`src/rtl/comparator_pkg.sv`:
```
// Shared definitions for the serial and parallel magnitude comparators:
// FSM state type and the common result encoding.
package comparator_pkg;

  typedef enum logic [1:0] {
    IDLE  = 2'd0,
    SHIFT = 2'd1,
    DONE  = 2'd2
  } cmp_state_e;

  localparam int unsigned RES_W = 2;

  localparam logic [RES_W-1:0] RES_EQ = 2'd0;
  localparam logic [RES_W-1:0] RES_GT = 2'd1;
  localparam logic [RES_W-1:0] RES_SM = 2'd2;

  // Expand a result code into the {eq, gt, sm} flag triple.
  function automatic logic [2:0] res_flags(input logic [RES_W-1:0] res);
    logic [2:0] flags;
    flags = 3'b000;
    case (res)
      RES_EQ:  flags = 3'b100;
      RES_GT:  flags = 3'b010;
      RES_SM:  flags = 3'b001;
      default: flags = 3'b000;
    endcase
    return flags;
  endfunction

endpackage

```
`src/rtl/comparator_serial_cnt.sv`:
```
// Bit-position counter for the serial comparator: counts consumed bit pairs
// and flags the final position; saturates there so it never wraps.
module comparator_serial_cnt #(
  parameter int unsigned WIDTH = 4
) (
  input  logic clk,
  input  logic rst,
  input  logic clr,
  input  logic en,
  output logic last_c
);

  localparam int unsigned CNT_W = $clog2(WIDTH);

  logic [CNT_W-1:0] cnt;

  assign last_c = (cnt == CNT_W'(WIDTH - 1));

  always_ff @(posedge clk or posedge rst) begin
    if (rst) begin
      cnt <= '0;
    end else if (clr) begin
      cnt <= '0;
    end else if (en && !last_c) begin
      cnt <= cnt + CNT_W'(1);
    end
  end

endmodule

```
`src/rtl/comparator_serial.sv`:
```
// Bit-serial MSB-first magnitude comparator with a one-cycle done pulse.
// Define COMPARATOR_SERIAL_EARLY_DONE_EN to finish on the first differing pair.
module comparator_serial
  import comparator_pkg::*;
#(
  parameter int unsigned WIDTH = 4
) (
  input  logic clk,
  input  logic rst,
  input  logic start,
  input  logic bit_valid,
  input  logic a_bit,
  input  logic b_bit,
  output logic busy,
  output logic done,
  output logic eq,
  output logic gt,
  output logic sm
);

  cmp_state_e state;

  logic decided;
  logic gt_n;
  logic sm_n;

  logic             cnt_clr_c;
  logic             cnt_en_c;
  logic             last_c;
  logic             new_decide_c;
  logic             decided_nx_c;
  logic             gt_nx_c;
  logic             sm_nx_c;
  logic             finish_c;
  logic [RES_W-1:0] res_c;

  assign cnt_clr_c = (state == IDLE) && start;
  assign cnt_en_c  = (state == SHIFT) && bit_valid;

  comparator_serial_cnt #(
    .WIDTH (WIDTH)
  ) u_cnt (
    .clk    (clk),
    .rst    (rst),
    .clr    (cnt_clr_c),
    .en     (cnt_en_c),
    .last_c (last_c)
  );

  // The first differing pair decides; later pairs only advance the count.
  assign new_decide_c = cnt_en_c && !decided && (a_bit ^ b_bit);
  assign decided_nx_c = decided | new_decide_c;
  assign gt_nx_c      = new_decide_c ? a_bit : gt_n;
  assign sm_nx_c      = new_decide_c ? b_bit : sm_n;

`ifdef COMPARATOR_SERIAL_EARLY_DONE_EN
  assign finish_c = cnt_en_c && (last_c || new_decide_c);
`else
  assign finish_c = cnt_en_c && last_c;
`endif

  // Result includes the pair consumed this cycle, so DONE shows it at once.
  always_comb begin
    res_c = RES_EQ;
    if (decided_nx_c) begin
      res_c = gt_nx_c ? RES_GT : RES_SM;
    end
  end

  always_ff @(posedge clk or posedge rst) begin
    if (rst) begin
      state   <= IDLE;
      busy    <= 1'b0;
      done    <= 1'b0;
      eq      <= 1'b0;
      gt      <= 1'b0;
      sm      <= 1'b0;
      decided <= 1'b0;
      gt_n    <= 1'b0;
      sm_n    <= 1'b0;
    end else begin
      done <= 1'b0;
      case (state)
        IDLE: begin
          if (start) begin
            state        <= SHIFT;
            busy         <= 1'b1;
            decided      <= 1'b0;
            gt_n         <= 1'b0;
            sm_n         <= 1'b0;
            {eq, gt, sm} <= 3'b000;
          end
        end
        SHIFT: begin
          if (cnt_en_c) begin
            decided <= decided_nx_c;
            gt_n    <= gt_nx_c;
            sm_n    <= sm_nx_c;
          end
          if (finish_c) begin
            state        <= DONE;
            done         <= 1'b1;
            {eq, gt, sm} <= res_flags(res_c);
          end
        end
        DONE: begin
          state <= IDLE;
          busy  <= 1'b0;
        end
        default: begin
          state <= IDLE;
          busy  <= 1'b0;
        end
      endcase
    end
  end

endmodule

```
`config.mk`:
```
export PLATFORM = sky130hd
export DESIGN_NAME = comparator_serial
export DESIGN_NICKNAME = d
export VERILOG_FILES = /design/src/rtl/comparator_pkg.sv /design/src/rtl/comparator_serial_cnt.sv /design/src/rtl/comparator_serial.sv
export SDC_FILE = /design/constraint.sdc
export NUM_CORES = 1
export LEC_CHECK = 0
export BUFFER_PORTS_ARGS = -buffer_cell sky130_fd_sc_hd__buf_2
export CELL_PAD_IN_SITES_DETAIL_PLACEMENT = 0
export CELL_PAD_IN_SITES_GLOBAL_PLACEMENT = 1
export CORE_AREA = 2 2 45 47
export CTS_CLUSTER_SIZE = 10
export DETAILED_ROUTE_END_ITERATION = 7
export DIE_AREA = 0 0 47 49
export GPL_TIMING_DRIVEN = 0
export PLACE_DENSITY = 0.58
export SYNTH_ARGS = -nofsm -noshare
export SYNTH_HDL_FRONTEND = slang
export SYNTH_SLANG_ARGS = --single-unit
export TNS_END_PERCENT = 20
```
`constraint.sdc`:
```
create_clock -name clk -period 4.94 [get_ports clk]
set_clock_uncertainty 0.15 [all_clocks]
set_input_delay 0.988 -clock clk [delete_from_list [all_inputs] [get_ports clk]]
set_output_delay 0.988 -clock clk [all_outputs]
set_load 0.02 [all_outputs]
```
### Yosys cells after proc, flatten, opt, wreduce, memory -nomap -nowiden

Cells that the tools add are included.

* register bits: 11
* output and inout bits: 5
* word-level logic and storage cells: 60

* $add $sub $neg: 1
* eq/ne operators: 7
* multiplexer cells: 24
* bitwise logic cells: 3
* reduce and logical (&&, ||, !) cells: 16

Operators by type and width (number)
* $mux W2: 6
* $pmux W1 S2: 6
* $mux W1: 10
* $pmux W3 S3: 1
* $logic_and A1 B1 Y1: 6
* $ne A2 B2 Y1 const B: 3
* $reduce_and A3 Y1: 2
* $eq A2 B1 Y1 const B: 2
* $eq A2 B2 Y1 const B: 2
* $logic_not A2 Y1: 2
* $pmux W2 S2: 1
* $reduce_and A2 Y1: 2
* $reduce_bool A2 Y1: 2
* $add A2 B1 Y2 const B: 1
* $logic_not A1 Y1: 2
* $not A1 Y1: 1
* $or A1 B1 Y1: 1
* $xor A1 B1 Y1: 1

### Depth between registers and ports, before layout

Gate-level depths: netlist (run 1).

* word-level depth: 11
* gate-level depth with buffers: 5
* depth with buffers taken out: 5

### Cells and area by module

Synthesis (run 1) repeated with hierarchy kept, for this count alone.

* cells, all modules: 49
* area, all modules: 548.0 µm²

Modules (own cells, without submodules)
* comparator_serial: instances 1, cells each 38, area each 420.4 µm²
* comparator_serial_cnt: instances 1, cells each 11, area each 127.6 µm²

### Worst setup path before layout (run 1)

Ideal clock, no wire load.

* path type: input to register
* from: input bit_valid
* to: register gt
* arrival time: 1.844 ns
* required time: 4.708 ns
* setup slack: 2.864 ns
* stages: 4
* path buffers: 0
* cells stage by stage: nand3b_4 > or4b_4 > and2_1 > o22ai_1

* word-level cells in the longest chain between the ends: 10
* elaborated cells between the ends (all ways): 16
* those cells by class: eq/ne (3); mux (6); bitwise (1); reduce/logical (6)

Ends and longest elaborated chain
* start, declared: line comparator_serial.sv:11 `input logic bit_valid,`
* $logic_and A1 B1 Y1 (*): line comparator_serial.sv:38 `assign cnt_en_c = (state == SHIFT) && bit_valid;`
* $logic_and A1 B1 Y1 (2 in series): line comparator_serial.sv:51 `assign new_decide_c = cnt_en_c && !decided && (a_bit ^ b_bit);`
* $mux W1: line comparator_serial.sv:53 `assign gt_nx_c = new_decide_c ? a_bit : gt_n;`
* $mux W2: line comparator_serial.sv:66 `res_c = gt_nx_c ? RES_GT : RES_SM;`
* $mux W2: line comparator_serial.sv:65 `if (decided_nx_c) begin`
* $eq A2 B2 Y1, or another cell as far along: line comparator_pkg.sv:21 `case (res)`
* $pmux W3 S3: line comparator_pkg.sv:21
* $mux W1: line comparator_serial.sv:100 `if (finish_c) begin`
* $pmux W1 S2: line comparator_serial.sv:83 `case (state)`
* end signal, assigned: line comparator_serial.sv:103 `{eq, gt, sm} <= res_flags(res_c);`
* end, declared: line comparator_serial.sv:17 `output logic gt,`

Every way passes the cells marked *; elsewhere a longest branch is shown, timed or not. The select of a mux whose other input is x is not followed.
A chain may end at the register's enable or synchronous reset.

### Worst setup path after layout (run 1)

Ends and elaborated chain as after synthesis.

==> results of run 1 <==
-- per-layer routing --
layer  vias up  share of wire
li1        193              -
met1       163           0.52
met2         8           0.40
met3         5          0.038
met4         0          0.038
met5         -              0
-- cells in the final DEF (no fill, tap or decap), types with 2 or more instances in the layout --
cell type,Yosys,final
dfrtp_1,11,11
buf_2,0,10
nor2_1,6,6
o21ai_0,6,6
inv_1,5,5
nand2_1,5,5
a21oi_1,3,3
clkbuf_4,0,3
xnor2_1,2,2
o22ai_1,2,2
-- logic make-up (layout without fill, tap and decap cells) --
| logic type | after synthesis | count (layout) | share of synthesized area |
|---|---|---|---|
| AOI/OAI and AO/OA | 12 | 12 | 0.129 |
| xor gates and xnor gates | 3 | 3 | 0.0520 |
| adders and majority gates | 1 | 1 | 0.0247 |
| buffers and inverters | 5 | 19 | 0.0371 |
| DFF | 11 | 11 | 0.545 |
| and+or+nand+nor | 18 | 18 | 0.213 |
-- layout make-up --
class	instances	area, um2	share of cell area
inverter	5	18.8	0.0305
clock buffer	4	26.3	0.0427
multi-input combinational	34	211	0.343
timing repair buffer	10	50.0	0.0813
sequential	11	275	0.447
tap	27	33.8	0.0549
-- flip-flops by register name, indices dropped and copies added, names as in the netlist --
register / cells
decided: 1
busy: 1
state: 2
sm: 1
eq: 1
gt: 1
u_cnt.cnt: 2
done: 1
gt_n: 1
-- critical path, stage by stage --
cell	delay [ns]
buf_2	0.11
nand3b_4	0.11
or4b_4	0.50
and2_1	0.15
o22ai_1	0.15
-- path summary, 6_finish.rpt --
kind                       slack [ns]  startpoint  cells after the start  endpoint
setup / recovery                 2.97   bit_valid                      5        gt
hold / removal                   0.36    state[1]                      1      busy
setup reg to reg                 3.28    state[1]                      4        gt
hold reg to reg                  0.36    state[1]                      1      busy
max in group asynchronous        3.78         rst                      2        gt
min in group asynchronous        0.56         rst                      2      busy
-- per-stage QoR --
stage                     std cells  instance area (um2)
after floorplan                  50                  505
after global placement           87                  589
after detailed placement         87                  589
after CTS                        91                  616
after global routing             91                  616
final                            91                  616
-- power by group through the flow --
| stage | combinational, uW | sequential, uW | clock, uW |
|---|---|---|---|
| after floorplan | 69.6 | 154 | 0 |
| after global placement | 109 | 143 | 0 |
| after detailed placement | 109 | 144 | 0 |
| after CTS | 110 | 142 | 65.3 |
| after global routing | 122 | 145 | 69.9 |
| final | 108 | 141 | 63.5 |
==> flow_summary.json, run 1 <==
{
  "worst_pin_slew_ns": 0.451,
  "final_util": 0.334,
  "initial_core_util": 0.274,
  "use_met1": 0.146,
  "p_int_uw": 199,
  "clock_path_buffers": 2,
  "wirelength_um": 901,
  "postCtsHoldBufs": 0,
  "cts-root-buf": "clkbuf_4",
  "synth_commonest_cells": "dfrtp_1, nor2_1, o21ai_0",
  "synth_seq_area_share": 0.545,
  "synthFlopType": "dfrtp_1",
  "worst-setup-path-type": "input pin to flop",
  "synth.most_common_cell": "dfrtp_1",
  "nets": 72,
  "grt-ovfl-total": 0,
  "cts_tree": "done",
  "grt_pass1_vias": 321,
  "maxCapViolCount": 0,
  "finalHoldViolCount": 0,
  "setup_tns_ns": 0,
  "postSynth.asyncResetShare": 1.00,
  "drive_above_1_share": 0.266,
  "ys_ff_latch": 11,
  "clock_latency_ns": 0.27,
  "power_switching_uw": 114,
  "grt_usage": 0.0950,
  "peakVddDrop_v": 0.000217,
  "cts_setup_buffers": 0,
  "grt.met3_usage": 0.0222,
  "first_iter_violations": 4,
  "fillCellCount": 213,
  "synth_top_area_frac": 0.545,
  "start_kind": "input pin",
  "synth_fp_nets": 57,
  "rsz0062_at_grt": "false",
  "hold_path_class": "flop to flop",
  "synth_edf_count": 0,
  "pwr-share-comb": 0.345,
  "num_vias": 369,
  "grt_pass1_wl_mm": 1.50,
  "synth_warnings": 0,
  "power.leakage_uw": 0.000303,
  "numCtsBuffers": 3,
  "status": "complete, no violations",
  "use_met2": 0.110,
  "gp_congestion": 0.754,
  "synthTopCellsByArea": "dfrtp_1, o21ai_0, nor2_1",
  "die_w_um": 47,
  "hold_ws_ns": 0.357,
  "syn_area_per_cell_um2": 10.1,
  "worstPathArrival_ns": 2.02,
  "drtAntennaViolNets": 0,
  "cp.required_ns": 4.99,
  "p_total_uw": 313,
  "critPathCaptureType": "flop",
  "synthCells": 50,
  "ioPinCount": 11,
  "synth.distinct_cells": 18,
  "core_mm2": 0.00184,
  "crit_fanout": 7,
  "cts_sinks": 11,
  "grt_max_degree": 12,
  "dp_slack_ns": 2.68,
  "grt-busiest-layer": "met1",
  "setup_viol": 0,
  "swShare": 0.363,
  "cts.clk_slew.worst_paths_ns": 0.07,
  "viasPerCell": 4.05,
  "drv_slew": 0,
  "yosysTopAreaCell": "dfrtp_1",
  "drc": 0,
  "cts_resized": 0,
  "netlist_area_um2": 505,
  "diodes": 0,
  "min_period_ns": 1.97,
  "die_area_mm2": 0.00230,
  "io_buffers": 10,
  "wl_per_cell_um": 9.90,
  "cts_max_level": 1,
  "layout_setup_ws_ns": 2.97,
  "areaGrowthSynthToFinish_pct": 21.8,
  "seqPwrFrac": 0.452,
  "die_y_um": 49,
  "fmax_mhz": 508,
  "finalCritPeriodShare": 0.399,
  "relSlewSlack": 0.699,
  "dr.pass1.iters": 4,
  "pwr_density_cell_mw_per_mm2": 508,
  "fp-row-count": 16,
  "antenna_found_initial": 0,
  "p_clk_frac": 0.203,
  "dpl.hpwl_um": 687
}
(Power assumes the default switching activity.)
==> inputs of run 2 (changes only) <==
- clock period: 4.94 -> 2.05 ns (I/O delays scaled with it)
==> run 2 against run 1 <==
  * Sequential power is 140% higher
  * Final cell count is 1.1% higher
  * Setup slack worse by 2.6 ns
  * Count of clock-buffer cells in the layout stayed put
  * Global-route usage is 0.29 points higher
  * Utilization is 0.54 points higher
  * Non-clock buffer count is 1 higher
  * Clock power is 140% higher
  * Via count is 1.1% higher
  * First-iteration DRC count stayed put
  * Total power is 140% higher
  * Register-to-register slack worse by 2.9 ns
  * Largest cell class unchanged
==> flow_summary.json, run 2 (synthesis results as in run 1) <==
{
  "status": "complete, no violations",
  "min_period_ns": 1.66,
  "dpl.hpwl_um": 687,
  "start_kind": "flop",
  "grt-ovfl-total": 0,
  "dp_slack_ns": 0.372,
  "fmax_mhz": 602,
  "critPathCaptureType": "flop",
  "peakVddDrop_v": 0.000524,
  "layout_setup_ws_ns": 0.388,
  "final_common_cell": "dfrtp_1",
  "setup_tns_ns": 0,
  "drv_slew": 0,
  "drive_above_1_share": 0.262,
  "cts_setup_buffers": 0,
  "cp.required_ns": 2.10,
  "die_y_um": 49,
  "drc": 0,
  "layout_common_cells": "dfrtp_1, buf_2, nor2_1, o21ai_0",
  "fillCellCount": 214,
  "gp_congestion": 0.754,
  "dr.pass1.iters": 4,
  "relSlewSlack": 0.699,
  "io_buffers": 10,
  "num_vias": 373,
  "antenna_found_initial": 0,
  "nets": 73,
  "diodes": 0,
  "finalCritPeriodShare": 0.811,
  "viasPerCell": 4.05,
  "initial_core_util": 0.274,
  "worst_pin_slew_ns": 0.451,
  "ioPinCount": 11,
  "multi_input_area_um2": 211,
  "die_w_um": 47,
  "seq_area_um2": 275,
  "grt_max_degree": 12,
  "grt_pass1_wl_mm": 1.55,
  "setup_viol": 0,
  "grt_pass1_vias": 330,
  "slowest_delay_ns": 0.50,
  "cts.clk_slew.worst_paths_ns": 0.07,
  "finalHoldViolCount": 0,
  "cp_num_buf_inv": 0,
  "worst-setup-path-type": "flop to flop",
  "clock_latency_ns": 0.27,
  "die_area_mm2": 0.00230,
  "cts_sinks": 11,
  "grt_usage": 0.0978,
  "first_iter_violations": 4,
  "crit_family": "simple AND/OR/NAND/NOR gates",
  "crit_fanout": 7,
  "cts_tree": "done",
  "cpMaxStageDelayCell": "or4b_4",
  "wl_per_cell_um": 10.1,
  "core_mm2": 0.00184,
  "drtAntennaViolNets": 0,
  "top_regs": "state x2, u_cnt.cnt x2",
  "pwr_density_cell_mw_per_mm2": 1210,
  "crit_chain": "nand3b_4, or4b_4, and2_1, o22ai_1",
  "rsz0062_at_grt": "false",
  "numCtsBuffers": 3,
  "power.leakage_uw": 0.000307,
  "hold_path_class": "input pin to flop",
  "cts-root-buf": "clkbuf_4",
  "cts_max_level": 1,
  "wirelength_um": 927,
  "worstPathArrival_ns": 1.71,
  "maxCapViolCount": 0,
  "clock_path_buffers": 2,
  "cts_resized": 0,
  "fp-row-count": 16,
  "areaGrowthSynthToFinish_pct": 23.8
}
[run 2: cell type report]
cell class,instances,share of cell area
Sequential cell,11,0.440
Multi-Input combinational cell,34,0.338
Timing Repair Buffer,11,0.0960
Tap cell,27,0.0540
Clock buffer,4,0.0420
Inverter,5,0.0300
[run 2: worst min-delay path: cells and delay by family]
kind | cells | cell delay, ns
buffers and inverters | 1 | 0.12
AND/OR/NAND/NOR | 2 | 0.15
[run 2: timing repair]
item                                   in CTS  in global routing
endpoints found under the hold margin      11                  0
hold buffers                                1                  0
setup endpoints to repair                   0                  0
[run 2: through the flow]
| stage | cell area, um2 | util | instances | total power (uW) | hold slack, ns |
|---|---|---|---|---|---|
| final | 626 | 0.340 | 92 | 755 | 0.293 |
| after global routing | 626 | 0.340 | 92 | 814 | 0.303 |
| after CTS | 626 | 0.340 | 92 | 766 | 0.294 |
| after detailed placement | 589 | 0.320 | 87 | 610 | 0.289 |
| after global placement | 589 | 0.320 | 87 | 607 | 0.289 |
| after floorplan | 505 | - | 50 | 538 | 0.112 |
[run 2: power breakdown]
part | internal (uW) | switching, uW | leakage [uW]
logic | 115 | 147 | 0.000153
registers | 291 | 49.7 | 0.000139
clock network | 75.4 | 77.6 | 0.0000150
total | 481 | 274 | 0.000307
[run 2: path summary, 6_finish.rpt]
| kind | start | to | slack, ns | depth (start not counted) |
|---|---|---|---|---|
| setup / recovery | state[1] | gt | 0.39 | 4 |
| setup reg to reg | state[1] | gt | 0.39 | 4 |
| min in group asynchronous | rst | busy | 0.54 | 3 |
| hold reg to reg | state[1] | busy | 0.36 | 1 |
| max in group asynchronous | rst | gt | 0.90 | 3 |
| hold / removal | bit_valid | done | 0.29 | 3 |
[run 2: per-layer routing]
layer	global-route usage	vias up	routed length, um
met4	0.0694	0	34
met3	0.0222	5	34
met5	0	-	0
li1	-	195	-
met1	0.146	165	474
met2	0.119	8	385
==> inputs of run 3 (changes only) <==
- clock period: 2.05 -> 1.6 ns (I/O delays scaled with it)
==> run 3 against run 2 <==
  * First-iteration DRC count down 75%
  * Global-route usage up 0.79 points
  * Sequential cell count unchanged
  * Utilization up 1.5 points
  * Largest power group unchanged
  * Fmax up 4.9%
  * Die area did not move
  * Count of clock-buffer cells in the layout is the same
  * Total power rose by 35%
  * Combinational power increased by 47%
  * Final area rose by 4.4%
==> flow_summary.json, run 3 (synthesis results as in run 1) <==
{
  "status": "complete, no violations",
  "drtAntennaViolNets": 0,
  "dr.pass1.iters": 2,
  "fillCellCount": 215,
  "grt_max_degree": 12,
  "drv_slew": 0,
  "relSlewSlack": 0.707,
  "first_iter_violations": 1,
  "hold_path_class": "input pin to flop",
  "core_mm2": 0.00184,
  "numCtsBuffers": 3,
  "grt_pass1_vias": 353,
  "grt-ovfl-total": 0,
  "top_regs": "state x2, u_cnt.cnt x2",
  "worst_pin_slew_ns": 0.439,
  "fmax_mhz": 631,
  "critPathCaptureType": "flop",
  "antenna_found_initial": 0,
  "pwr_density_cell_mw_per_mm2": 1560,
  "dpl.hpwl_um": 687,
  "p_int_uw": 649,
  "rsz0062_at_grt": "true",
  "die_y_um": 49,
  "grt_pass1_wl_mm": 1.68,
  "crit_fanout": 3,
  "drc": 0,
  "num_vias": 391,
  "nets": 76,
  "cts.clk_slew.worst_paths_ns": 0.07,
  "finalCritPeriodShare": 0.991,
  "p_clk_frac": 0.193,
  "cp.required_ns": 1.65,
  "areaGrowthSynthToFinish_pct": 29.2,
  "setup_viol": 0,
  "clock_path_buffers": 2,
  "worst-setup-path-type": "flop to flop",
  "setup_tns_ns": 0,
  "min_period_ns": 1.58,
  "gp_congestion": 0.754,
  "wirelength_mm": 1.02,
  "hold_ws_ns": 0.238,
  "dp_slack_ns": -0.0514,
  "cts-root-buf": "clkbuf_4",
  "power.leakage_uw": 0.000325,
  "cts_tree": "done",
  "fp-row-count": 16,
  "layout_setup_ws_ns": 0.0151,
  "crit_chain": "nand3b_4, or4b_4, and2_4, o22ai_1",
  "slowest_delay_ns": 0.50,
  "peakVddDrop_v": 0.000725,
  "ioPinCount": 11,
  "diodes": 0,
  "cts_max_level": 1,
  "die_area_mm2": 0.00230,
  "final_common_cell": "dfrtp_1",
  "power_switching_uw": 367,
  "pwr-share-comb": 0.379,
  "swShare": 0.362,
  "finalHoldViolCount": 0,
  "start_kind": "flop",
  "clock_latency_ns": 0.27,
  "viasPerCell": 4.12,
  "layout_common_cells": "dfrtp_1, buf_2, o21ai_0",
  "cts_sinks": 11,
  "cpMaxStageDelayCell": "or4b_4",
  "wl_per_cell_um": 10.7,
  "die_w_um": 47,
  "seqPwrFrac": 0.428,
  "drive_above_1_share": 0.324,
  "maxCapViolCount": 0,
  "initial_core_util": 0.274,
  "grt_usage": 0.106,
  "worstPathArrival_ns": 1.63,
  "io_buffers": 10
}
## run 3: cell count changes in the layout (fill, tap and decap cells not counted), sizes merged
| cell | previous run | this run |
|---|---|---|
| buf | 10 | 13 |
## run 3: worst paths after layout
check                              start    to  slack, ns  cells after the start
worst min register to register        sm    sm       0.36                      2
worst min-delay path               start  busy       0.24                      3
max in group asynchronous            rst    gt       0.55                      3
min in group asynchronous            rst  busy       0.45                      3
worst max register to register  state[1]    gt       0.02                      4
worst max-delay path            state[1]    gt       0.02                      4
## run 3: power by group through the flow
stage | Combinational, uW | Sequential [uW] | Clock, uW
after floorplan | 215 | 474 | 0
after global placement | 336 | 442 | 0
after detailed placement | 337 | 444 | 0
after CTS | 372 | 436 | 202
after global routing | 431 | 446 | 216
final | 385 | 435 | 196
## run 3: worst max-delay path, delay by kind of cell, from the launching register on
| kind | cells | cell delay [ns] |
|---|---|---|
| DFF | 1 | 0.39 |
| AOI/OAI and AO/OA | 1 | 0.14 |
| and+or+nand+nor | 3 | 0.82 |
## run 3: cell type report
type / count / area (um2) / area share
well taps: 27 / 33.8 / 0.0517
inverters: 5 / 18.8 / 0.0287
repair buffers: 14 / 82.6 / 0.126
multi-input cells: 34 / 216 / 0.331
clock buffers: 4 / 26.3 / 0.0402
flip-flops and latches: 11 / 275 / 0.421
## run 3: per-stage QoR
stage          std cells  power, uW  utilization  cell area, um2
2_1_floorplan         50        689            -             505
6_report              95       1020        0.355             653
3_5_place_dp          87        782        0.320             589
5_1_grt               95       1090        0.355             653
3_3_place_gp          87        778        0.320             589
4_1_cts               95       1010        0.352             648
## run 3: metal layers
layer | routed length (um) | part of all wire | vias to the layer above | GRT usage
li1 | - | - | 201 | -
met1 | 498 | 0.49 | 179 | 0.153
met2 | 452 | 0.44 | 7 | 0.137
met3 | 36 | 0.035 | 4 | 0.0222
met4 | 29 | 0.029 | 0 | 0.0694
met5 | 0 | 0 | - | 0
## run 3: repair_timing
action	in CTS	in global routing
gates resized for setup	0	2
hold buffers	1	0
cloned	0	0
endpoints found under the hold margin	11	0
endpoints found under the setup margin	1	2
buffers inserted	3	0
